[config.mk]
export PLATFORM = sky130hd
export DESIGN_NAME = branch_resolve_unit_flat
export DESIGN_NICKNAME = d
export VERILOG_FILES = /design/src/rtl/branch_resolve_unit_if.sv /design/src/rtl/branch_resolve_unit.sv /design/src/flat_wrapper.sv
export SDC_FILE = /design/constraint.sdc
export NUM_CORES = 1
export LEC_CHECK = 0
export ABC_AREA = 0
export CAP_MARGIN = 10
export CORE_MARGIN = 5
export CORE_UTILIZATION = 36
export CTS_BUF_LIST = sky130_fd_sc_hd__clkbuf_16
export CTS_CLUSTER_DIAMETER = 60
export DETAILED_ROUTE_END_ITERATION = 10
export PLACE_DENSITY = 0.69
export SLEW_MARGIN = 15
export SYNTH_ARGS = -nofsm -noshare
export SYNTH_HDL_FRONTEND = slang
export SYNTH_SLANG_ARGS = --single-unit
[constraint.sdc]
create_clock -name clk -period 12.45 [get_ports clk]
set_input_delay 1.8675 -clock clk [delete_from_list [all_inputs] [get_ports clk]]
set_output_delay 1.8675 -clock clk [all_outputs]
set_load 0.05 [all_outputs]
[src/rtl/branch_resolve_unit_if.sv]
// Handshake and data bundle between EX, the branch resolve stage and the redirect logic.
// The slave modport is the resolve unit's view; master is the surrounding pipeline's view.
interface branch_resolve_unit_if #(
  parameter int DATA_W = 32,
  parameter int ADDR_W = 32,
  parameter int CNT_W  = 32
);
  logic              in_valid;
  logic              in_ready;
  logic [DATA_W-1:0] operand_a;
  logic [DATA_W-1:0] operand_b;
  logic [3:0]        br_op;
  logic [ADDR_W-1:0] pc;
  logic [ADDR_W-1:0] offset;
  logic              pred_taken;
  logic [ADDR_W-1:0] pred_target;
  logic              flush;
  logic              out_valid;
  logic              out_ready;
  logic              taken;
  logic [ADDR_W-1:0] target;
  logic              mispredict;
  logic [ADDR_W-1:0] redirect_pc;
  logic [CNT_W-1:0]  br_count;
  logic [CNT_W-1:0]  mp_count;

  modport slave (
    input  in_valid, operand_a, operand_b, br_op, pc, offset, pred_taken, pred_target,
           flush, out_ready,
    output in_ready, out_valid, taken, target, mispredict, redirect_pc, br_count, mp_count
  );

  modport master (
    output in_valid, operand_a, operand_b, br_op, pc, offset, pred_taken, pred_target,
           flush, out_ready,
    input  in_ready, out_valid, taken, target, mispredict, redirect_pc, br_count, mp_count
  );
endinterface

[src/rtl/branch_resolve_unit.sv]
// Registered LoongArch branch resolution: evaluates condition and target, checks the
// front-end prediction, and presents a one-cycle-latency redirect with statistics counters.
module branch_resolve_unit #(
  parameter int DATA_W = 32,
  parameter int ADDR_W = 32,
  parameter int CNT_W  = 32
) (
  input logic                 clk,
  input logic                 reset,
  branch_resolve_unit_if.slave bus
);

  typedef enum logic {EMPTY = 1'b0, FULL = 1'b1} state_t;

  state_t            state;
  state_t            state_next;
  logic              accept;
  logic              xfer;
  logic              cond;
  logic [ADDR_W-1:0] calc_target;
  logic [ADDR_W-1:0] fallthrough;
  logic              calc_mp;
  logic [ADDR_W-1:0] calc_redirect;

  logic              res_taken;
  logic [ADDR_W-1:0] res_target;
  logic              res_mp;
  logic [ADDR_W-1:0] res_redirect;
  logic              res_is_branch;
  logic [CNT_W-1:0]  br_cnt;
  logic [CNT_W-1:0]  mp_cnt;

  assign bus.in_ready = ~reset & ~bus.flush & ((state == EMPTY) | bus.out_ready);
  assign accept       = bus.in_valid & bus.in_ready;
  // A flushed result is killed, so it never counts as delivered.
  assign xfer         = (state == FULL) & bus.out_ready & ~bus.flush;

  // Result register state.
  always_ff @(posedge clk) begin
    if (reset) begin
      state <= EMPTY;
    end else begin
      state <= state_next;
    end
  end

  // Next-state: flush beats accept, accept beats a plain transfer.
  always_comb begin
    state_next = state;
    if (bus.flush) begin
      state_next = EMPTY;
    end else if (accept) begin
      state_next = FULL;
    end else if (xfer) begin
      state_next = EMPTY;
    end else begin
      state_next = state;
    end
  end

  // Branch condition, target and prediction check.
  always_comb begin
    cond = 1'b0;
    case (bus.br_op)
      4'b0000: cond = (bus.operand_a == bus.operand_b);
      4'b0001: cond = (bus.operand_a != bus.operand_b);
      4'b0010: cond = ($signed(bus.operand_a) <  $signed(bus.operand_b));
      4'b0011: cond = ($signed(bus.operand_a) >= $signed(bus.operand_b));
      4'b0100: cond = (bus.operand_a <  bus.operand_b);
      4'b0101: cond = (bus.operand_a >= bus.operand_b);
      4'b0110: cond = 1'b1;
      4'b0111: cond = 1'b1;
      default: cond = 1'b0;
    endcase
    if (bus.br_op == 4'b0111) begin
      calc_target = bus.operand_a[ADDR_W-1:0] + bus.offset;
    end else begin
      calc_target = bus.pc + bus.offset;
    end
    fallthrough   = bus.pc + ADDR_W'(4);
    calc_mp       = (cond != bus.pred_taken) |
                    (cond & bus.pred_taken & (calc_target != bus.pred_target));
    calc_redirect = cond ? calc_target : fallthrough;
  end

  // Result capture on accept; held otherwise so a stalled result stays stable.
  always_ff @(posedge clk) begin
    if (reset) begin
      res_taken     <= 1'b0;
      res_target    <= '0;
      res_mp        <= 1'b0;
      res_redirect  <= '0;
      res_is_branch <= 1'b0;
    end else if (accept) begin
      res_taken     <= cond;
      res_target    <= calc_target;
      res_mp        <= calc_mp;
      res_redirect  <= calc_redirect;
      res_is_branch <= ~bus.br_op[3];
    end else begin
      res_taken     <= res_taken;
      res_target    <= res_target;
      res_mp        <= res_mp;
      res_redirect  <= res_redirect;
      res_is_branch <= res_is_branch;
    end
  end

  // Saturating statistics, advanced only when a result is delivered.
  always_ff @(posedge clk) begin
    if (reset) begin
      br_cnt <= '0;
      mp_cnt <= '0;
    end else if (xfer) begin
      if (res_is_branch && (br_cnt != {CNT_W{1'b1}})) begin
        br_cnt <= br_cnt + CNT_W'(1);
      end else begin
        br_cnt <= br_cnt;
      end
      if (res_mp && (mp_cnt != {CNT_W{1'b1}})) begin
        mp_cnt <= mp_cnt + CNT_W'(1);
      end else begin
        mp_cnt <= mp_cnt;
      end
    end else begin
      br_cnt <= br_cnt;
      mp_cnt <= mp_cnt;
    end
  end

  assign bus.out_valid   = (state == FULL);
  assign bus.taken       = res_taken;
  assign bus.target      = res_target;
  assign bus.mispredict  = res_mp;
  assign bus.redirect_pc = res_redirect;
  assign bus.br_count    = br_cnt;
  assign bus.mp_count    = mp_cnt;

endmodule

[src/flat_wrapper.sv]
// flat-port wrapper written by rule: the top's interface ports become plain ports
module branch_resolve_unit_flat 
#(
  parameter int DATA_W = 32,
  parameter int ADDR_W = 32,
  parameter int CNT_W  = 32
)
  (clk, reset, bus_in_valid, bus_operand_a, bus_operand_b, bus_br_op, bus_pc, bus_offset, bus_pred_taken, bus_pred_target, bus_flush, bus_out_ready, bus_in_ready, bus_out_valid, bus_taken, bus_target, bus_mispredict, bus_redirect_pc, bus_br_count, bus_mp_count);
  branch_resolve_unit_if #(.DATA_W(DATA_W), .ADDR_W(ADDR_W), .CNT_W(CNT_W)) bus_i ();
  input logic clk;
  input logic reset;
  input wire logic [$bits(bus_i.in_valid)-1:0] bus_in_valid;
  input wire logic [$bits(bus_i.operand_a)-1:0] bus_operand_a;
  input wire logic [$bits(bus_i.operand_b)-1:0] bus_operand_b;
  input wire logic [$bits(bus_i.br_op)-1:0] bus_br_op;
  input wire logic [$bits(bus_i.pc)-1:0] bus_pc;
  input wire logic [$bits(bus_i.offset)-1:0] bus_offset;
  input wire logic [$bits(bus_i.pred_taken)-1:0] bus_pred_taken;
  input wire logic [$bits(bus_i.pred_target)-1:0] bus_pred_target;
  input wire logic [$bits(bus_i.flush)-1:0] bus_flush;
  input wire logic [$bits(bus_i.out_ready)-1:0] bus_out_ready;
  output wire logic [$bits(bus_i.in_ready)-1:0] bus_in_ready;
  output wire logic [$bits(bus_i.out_valid)-1:0] bus_out_valid;
  output wire logic [$bits(bus_i.taken)-1:0] bus_taken;
  output wire logic [$bits(bus_i.target)-1:0] bus_target;
  output wire logic [$bits(bus_i.mispredict)-1:0] bus_mispredict;
  output wire logic [$bits(bus_i.redirect_pc)-1:0] bus_redirect_pc;
  output wire logic [$bits(bus_i.br_count)-1:0] bus_br_count;
  output wire logic [$bits(bus_i.mp_count)-1:0] bus_mp_count;
  assign bus_i.in_valid = bus_in_valid;
  assign bus_i.operand_a = bus_operand_a;
  assign bus_i.operand_b = bus_operand_b;
  assign bus_i.br_op = bus_br_op;
  assign bus_i.pc = bus_pc;
  assign bus_i.offset = bus_offset;
  assign bus_i.pred_taken = bus_pred_taken;
  assign bus_i.pred_target = bus_pred_target;
  assign bus_i.flush = bus_flush;
  assign bus_i.out_ready = bus_out_ready;
  assign bus_in_ready = bus_i.in_ready;
  assign bus_out_valid = bus_i.out_valid;
  assign bus_taken = bus_i.taken;
  assign bus_target = bus_i.target;
  assign bus_mispredict = bus_i.mispredict;
  assign bus_redirect_pc = bus_i.redirect_pc;
  assign bus_br_count = bus_i.br_count;
  assign bus_mp_count = bus_i.mp_count;
  branch_resolve_unit #(.DATA_W(DATA_W), .ADDR_W(ADDR_W), .CNT_W(CNT_W)) u_core (.clk(clk), .reset(reset), .bus(bus_i));
endmodule
### Word level (Yosys, flattened, before mapping)

Index checks and enable logic that the tools add are counted.
Widths: inputs -> output; s select.

* reduce and logical (&&, ||, !) cells: 8
* magnitude comparators: 4
* equal/unequal tests: 13
* add/sub/neg operators: 5
* bitwise operators: 13
* multiplexer cells: 5

Operators with widths (number)
* $add 32x1->32 const B: 2
* $add 32x32->32: 2
* $ge 32x32->1: 2
* $lt 32x32->1: 2
* $mux 32: 2
* $ne 32x32->1: 2
* $ne 32x32->1 const B: 2
* $add 32x3->32 const B: 1
* $eq 32x32->1: 1
* $eq 4x3->1 const B: 4
* $eq 4x2->1 const B: 2
* $and 1x1->1: 7
* $pmux 1 s7: 1
* $eq 4x1->1 const B: 1
* $logic_not 4->1: 1
* $not 1->1: 4
* $reduce_and 2->1: 2
* $reduce_or 2->1: 2
* $logic_and 1x1->1: 2
* $mux 1: 2
* $or 1x1->1: 2
* $reduce_bool 2->1: 1
* $ne 1x1->1: 1

* output and inout port bits: 132
* register bits: 132
* logic and storage cells: 56
* input port bits: 170

### Depth between registers and ports, before layout

* depth in word-level cells: 6
* mapped depth: 18
* gate-level depth less buffers: 17

### Worst setup path before layout

OpenSTA, ideal clock, no wires.

* kind: input -> register
* from: in bus_br_op[0]
* to: reg u_core.res_mp, in the netlist u_core.bus.mispredict
* slack: 6.990 ns
* buffers on the path: 1
* data arrival time: 5.329 ns
* stages on the path: 15
* cell sequence: nor2b_1 -> nand3_1 -> clkbuf_1 -> mux2_2 -> ha_1 -> o211ai_1 -> o21ai_0 -> a221oi_4 -> a211oi_1 -> nor2_1 -> xnor3_1 -> a2111oi_2 -> nand4_1 -> nor4_1 -> o22ai_1

* longest elaborated chain between the ends: 6

Ends and longest elaborated chain
* from (decl): RTL line flat_wrapper.sv:15 `input wire logic [$bits(bus_i.br_op)-1:0] bus_br_op;`
* $eq 4x3->1 (on tied branches): RTL line branch_resolve_unit.sv:64, branch_resolve_unit.sv:75
* $reduce_or 2->1 (no line)
* $pmux 1 s7: RTL line branch_resolve_unit.sv:64 `case (bus.br_op)`
* $and 1x1->1 (2 in a row): RTL line branch_resolve_unit.sv:82 `(cond & bus.pred_taken & (calc_target != bus.pred_target));`
* $or 1x1->1 *: RTL line branch_resolve_unit.sv:81 `calc_mp = (cond != bus.pred_taken) |`
* to (signal assigned): RTL line branch_resolve_unit.sv:97 `res_mp <= calc_mp;`
* to (signal assigned): RTL line branch_resolve_unit.sv:103 `res_mp <= res_mp;`
* to (decl): RTL line branch_resolve_unit.sv:27 `logic res_mp;`

Every way passes the cells marked *; elsewhere a longest branch is shown, timed or not.
A chain may end at the register's enable or synchronous reset.

### Worst setup path in the final report

Same ends and word-level chain as after synthesis.

==> run_results.csv <==
group,metric,value,unit
global_routing,grt_max_degree,73,
setup_path,crit_start,"bus_br_op[0]",
pwr,switching_share,36.6,%
die,die_area,31000,sq um
die,start_util,36.7,%
setup_path,reg2reg_depth,9,
clock_tree,clk_path_buf_depth,2,
status,status,"finished, final reports clean",
clock_tree,holdBufCountCts,0,
sta,tns,0,ns
clock_tree,cts-root-buf,"clkbuf_16",
sta,hold_viol,0,
finish,final_cell_mix,"300 x clkdlybuf4s50_1, 142 x nor2_1, 141 x nand2_1",
sta,max_freq,155,MHz
finish,drive_above_1_share,6.05,%
pwr,seqPwrFrac,32.0,%
routing,drt-total-wl,39.5,mm
global_routing,grt_pass1_vias,10200,
routing,antenna_left,0,
clock_tree,cts_tree,"built",
placed_design,routabilityCongestion,0.963,
finish,num-nets-final,1782,
logic_synthesis,yosys_warnings,0,
logic_synthesis,synthArstFlopShare,0,%
pwr,p_leak,0.00523,uW
setup_path,cp-start-kind,"input port",
die,die_y,176,um
sta,fin_skew,0.0107,ns
clock_tree,clk_pin_slew,0.07,ns
logic_synthesis,synth_nets,1512,
logic_synthesis,synth-seq-area-share,26.6,%
die,row_count,60,
logic_synthesis,ys.flop_type,"dfxtp_1",
setup_path,worst_ep_arrival_time,6.73,ns
min_path,hold_path.class,"reg -> reg",
job,cap_violations,0,
finish,fillers,2574,
routing,dr.pass1.iters,5,
pwr,ir_drop,0.0905,mV
die,ios,302,
setup_path,worst_setup_path_end_kind,"flip-flop",
logic_synthesis,netlist_area,9920,sq um
pwr,p_per_area,101,nW/um^2
global_routing,grt_use_total,24.5,%
setup_path,timing.rr.start,"u_core.bus.br_count[8]$_SDFFE_PP0P_",
min_path,hold_depth,2,
routing,viasPerCell,5.55,
setup_path,crit_type,"in -> reg",
pwr,p_comb_share,32.3,%
setup_path,crit_required,12.74,ns
routing,num_vias,10500,
routing,drtIter0Drc,822,
setup_path,rrSetupSlack,9.44,ns
logic_synthesis,avgSynthCellArea,7.80,sq um
pwr,p_int,878,uW
clock_tree,cts.sinks,132,
sta,period_share,51.7,%
sta,slew_headroom,32.9,%
routing,drc,0,
clock_tree,post_cts_resized,0,
placed_design,io_buffer_count,301,
global_routing,grt_pass1_wl,59.6,mm
pwr,p_clk_share,35.8,%
die,core,27000,sq um
logic_synthesis,synth_edf_count,0,
logic_synthesis,syn_inst,1271,
die,die_w,176,um
min_path,hold_end,"u_core.bus.target[14]$_SDFFE_PP0P_",
pwr,switching_power,506,uW
clock_tree,clkLatencyLatePin,0.42,ns
min_path,min-delay-start,"u_core.bus.target[14]$_SDFFE_PP0P_",
finish,layout_commonest_cell,"clkdlybuf4s50_1",
setup_path,cp_max_fo,33,
global_routing,antenna_found_initial,1,
placed_design,place_hpwl,31.7,mm
routing,wl_per_cell,20.9,um
clock_tree,cts_htree_levels,4,
logic_synthesis,synthDistinctLibCells,75,
placed_design,dpl_cell_area,13200,sq um
sta,rsz0062_at_grt,"false",
sta,setup_viol,0,
clock_tree,post_cts_buffers,0,
finish,synthToLayoutAreaGrowth,38.7,%
logic_synthesis,ys_ff_latch,132,
sta,drv_slew,0,
sta,tightest_slew,1.00,ns
setup_path,timing.rr.end,"u_core.bus.br_count[30]$_SDFFE_PP0P_",
finish,final_area,13800,sq um
global_routing,overflow,0,
sta,fin_crit,6.44,ns
clock_tree,cts_buffers,17,
## worst max-delay path: stages
cell and delay (ns):
clkdlybuf4s50_1 0.59, nor2b_1 0.24, nand3_1 0.10, buf_4 0.28, o21ai_0 0.24, ha_1 0.22, inv_1 0.06, fa_1 0.39
nand2b_1 0.19, a211oi_1 0.43, a211oi_1 0.20, xnor2_1 0.48, xor2_1 0.14, a2111oi_0 0.67, nand4_1 0.16, nor4_1 0.35
o22ai_1 0.10
## layout make-up
type	instances	area (sq um)	area share, %
repair buffers	308	3060	22.3
clock buffers	17	425	3.09
well taps	341	427	3.10
clock inverters	15	143	1.04
flip-flops and latches	132	2640	19.2
inverters	53	199	1.45
multi-input cells	1029	6860	49.8
diodes	1	2.50	0.0182
## power groups by stage
stage / combinational, uW / clock [uW] / sequential [uW]
after floorplan: 225 / 0 / 492
after global placement: 442 / 0 / 451
after detailed placement: 442 / 0 / 452
after CTS: 444 / 505 / 442
after global routing: 478 / 525 / 443
final: 447 / 495 / 442
## through the flow
stage	hold slack, ns	cells	worst slack [ns]	util (%)	total power (uW)
2_1_floorplan	0.478	1271	6.99	-	717
3_3_place_gp	0.440	1863	5.73	48.8	893
3_5_place_dp	0.446	1863	5.72	48.8	893
4_1_cts	0.456	1895	6.14	50.9	1390
5_1_grt	0.469	1896	5.62	50.9	1450
6_report	0.455	1896	6.01	50.9	1380
## metal layers
layer,up-vias,global-route usage (%),share of wire [%]
li1,5065,-,-
met1,4968,30.5,42
met5,-,0,0
met3,62,5.33,7.4
met4,0,8.45,3.7
met2,433,42.0,47
## synth_stat cells (all sizes together) (5+ instances only)
cell / count / area [sq um]
clkbuf: 47 / 176
o311ai: 5 / 51.3
and2: 7 / 43.8
o211ai: 6 / 45.0
a21o: 19 / 143
nand3: 64 / 320
nor4: 10 / 62.6
a31oi: 9 / 62.6
nor3: 18 / 126
and4: 10 / 87.6
mux2i: 12 / 120
nor2: 142 / 533
buf: 10 / 48.8
and3: 25 / 156
o2111ai: 5 / 43.8
dfxtp: 132 / 2640
a32oi: 18 / 158
mux2: 30 / 338
or2: 6 / 40.0
nand4: 34 / 213
a2111oi: 7 / 73.8
nand3b: 5 / 37.5
o21ai: 43 / 219
a211oi: 12 / 90.1
nand2b: 11 / 68.8
inv: 53 / 199
xnor2: 76 / 666
ha: 70 / 876
nand2: 142 / 533
xor2: 62 / 543
nor2b: 16 / 100
or3: 12 / 75.1
a21oi: 108 / 544
## flip-flops by register name, indices dropped and copies added, names as in the netlist
name	count
u_core.bus.br_count	32
u_core.bus.mp_count	32
u_core.bus.redirect_pc	32
u_core.bus.target	32
u_core.bus.mispredict	1
u_core.bus.out_valid	1
u_core.bus.taken	1
u_core.res_is_branch	1
## cells by family (layout without fill, tap and decap cells)
family	count (synthesis)	in the layout	synth area share [%]
buf+inv	110	393	4.28
fa+ha+maj	71	71	9.03
xor+xnor	142	142	13.1
simple gates	509	509	24.8
other cells	0	1	0
flops	132	132	26.6
mux	42	42	4.62
compound gates	265	265	17.5
## worst max path at each step
| stage | endpoint | slack (ns) |
|---|---|---|
| 2_1_floorplan | u_core.bus.mispredict$_SDFFE_PP0P_ | 6.99 |
| 3_3_place_gp | u_core.bus.mispredict$_SDFFE_PP0P_ | 5.73 |
| 3_5_place_dp | u_core.bus.mispredict$_SDFFE_PP0P_ | 5.72 |
| 4_1_cts | u_core.bus.mispredict$_SDFFE_PP0P_ | 6.14 |
| 5_1_grt | u_core.bus.mispredict$_SDFFE_PP0P_ | 5.62 |
| 6_report | u_core.bus.mispredict$_SDFFE_PP0P_ | 6.01 |
No activity file was read; power rests on OpenSTA's default activity.
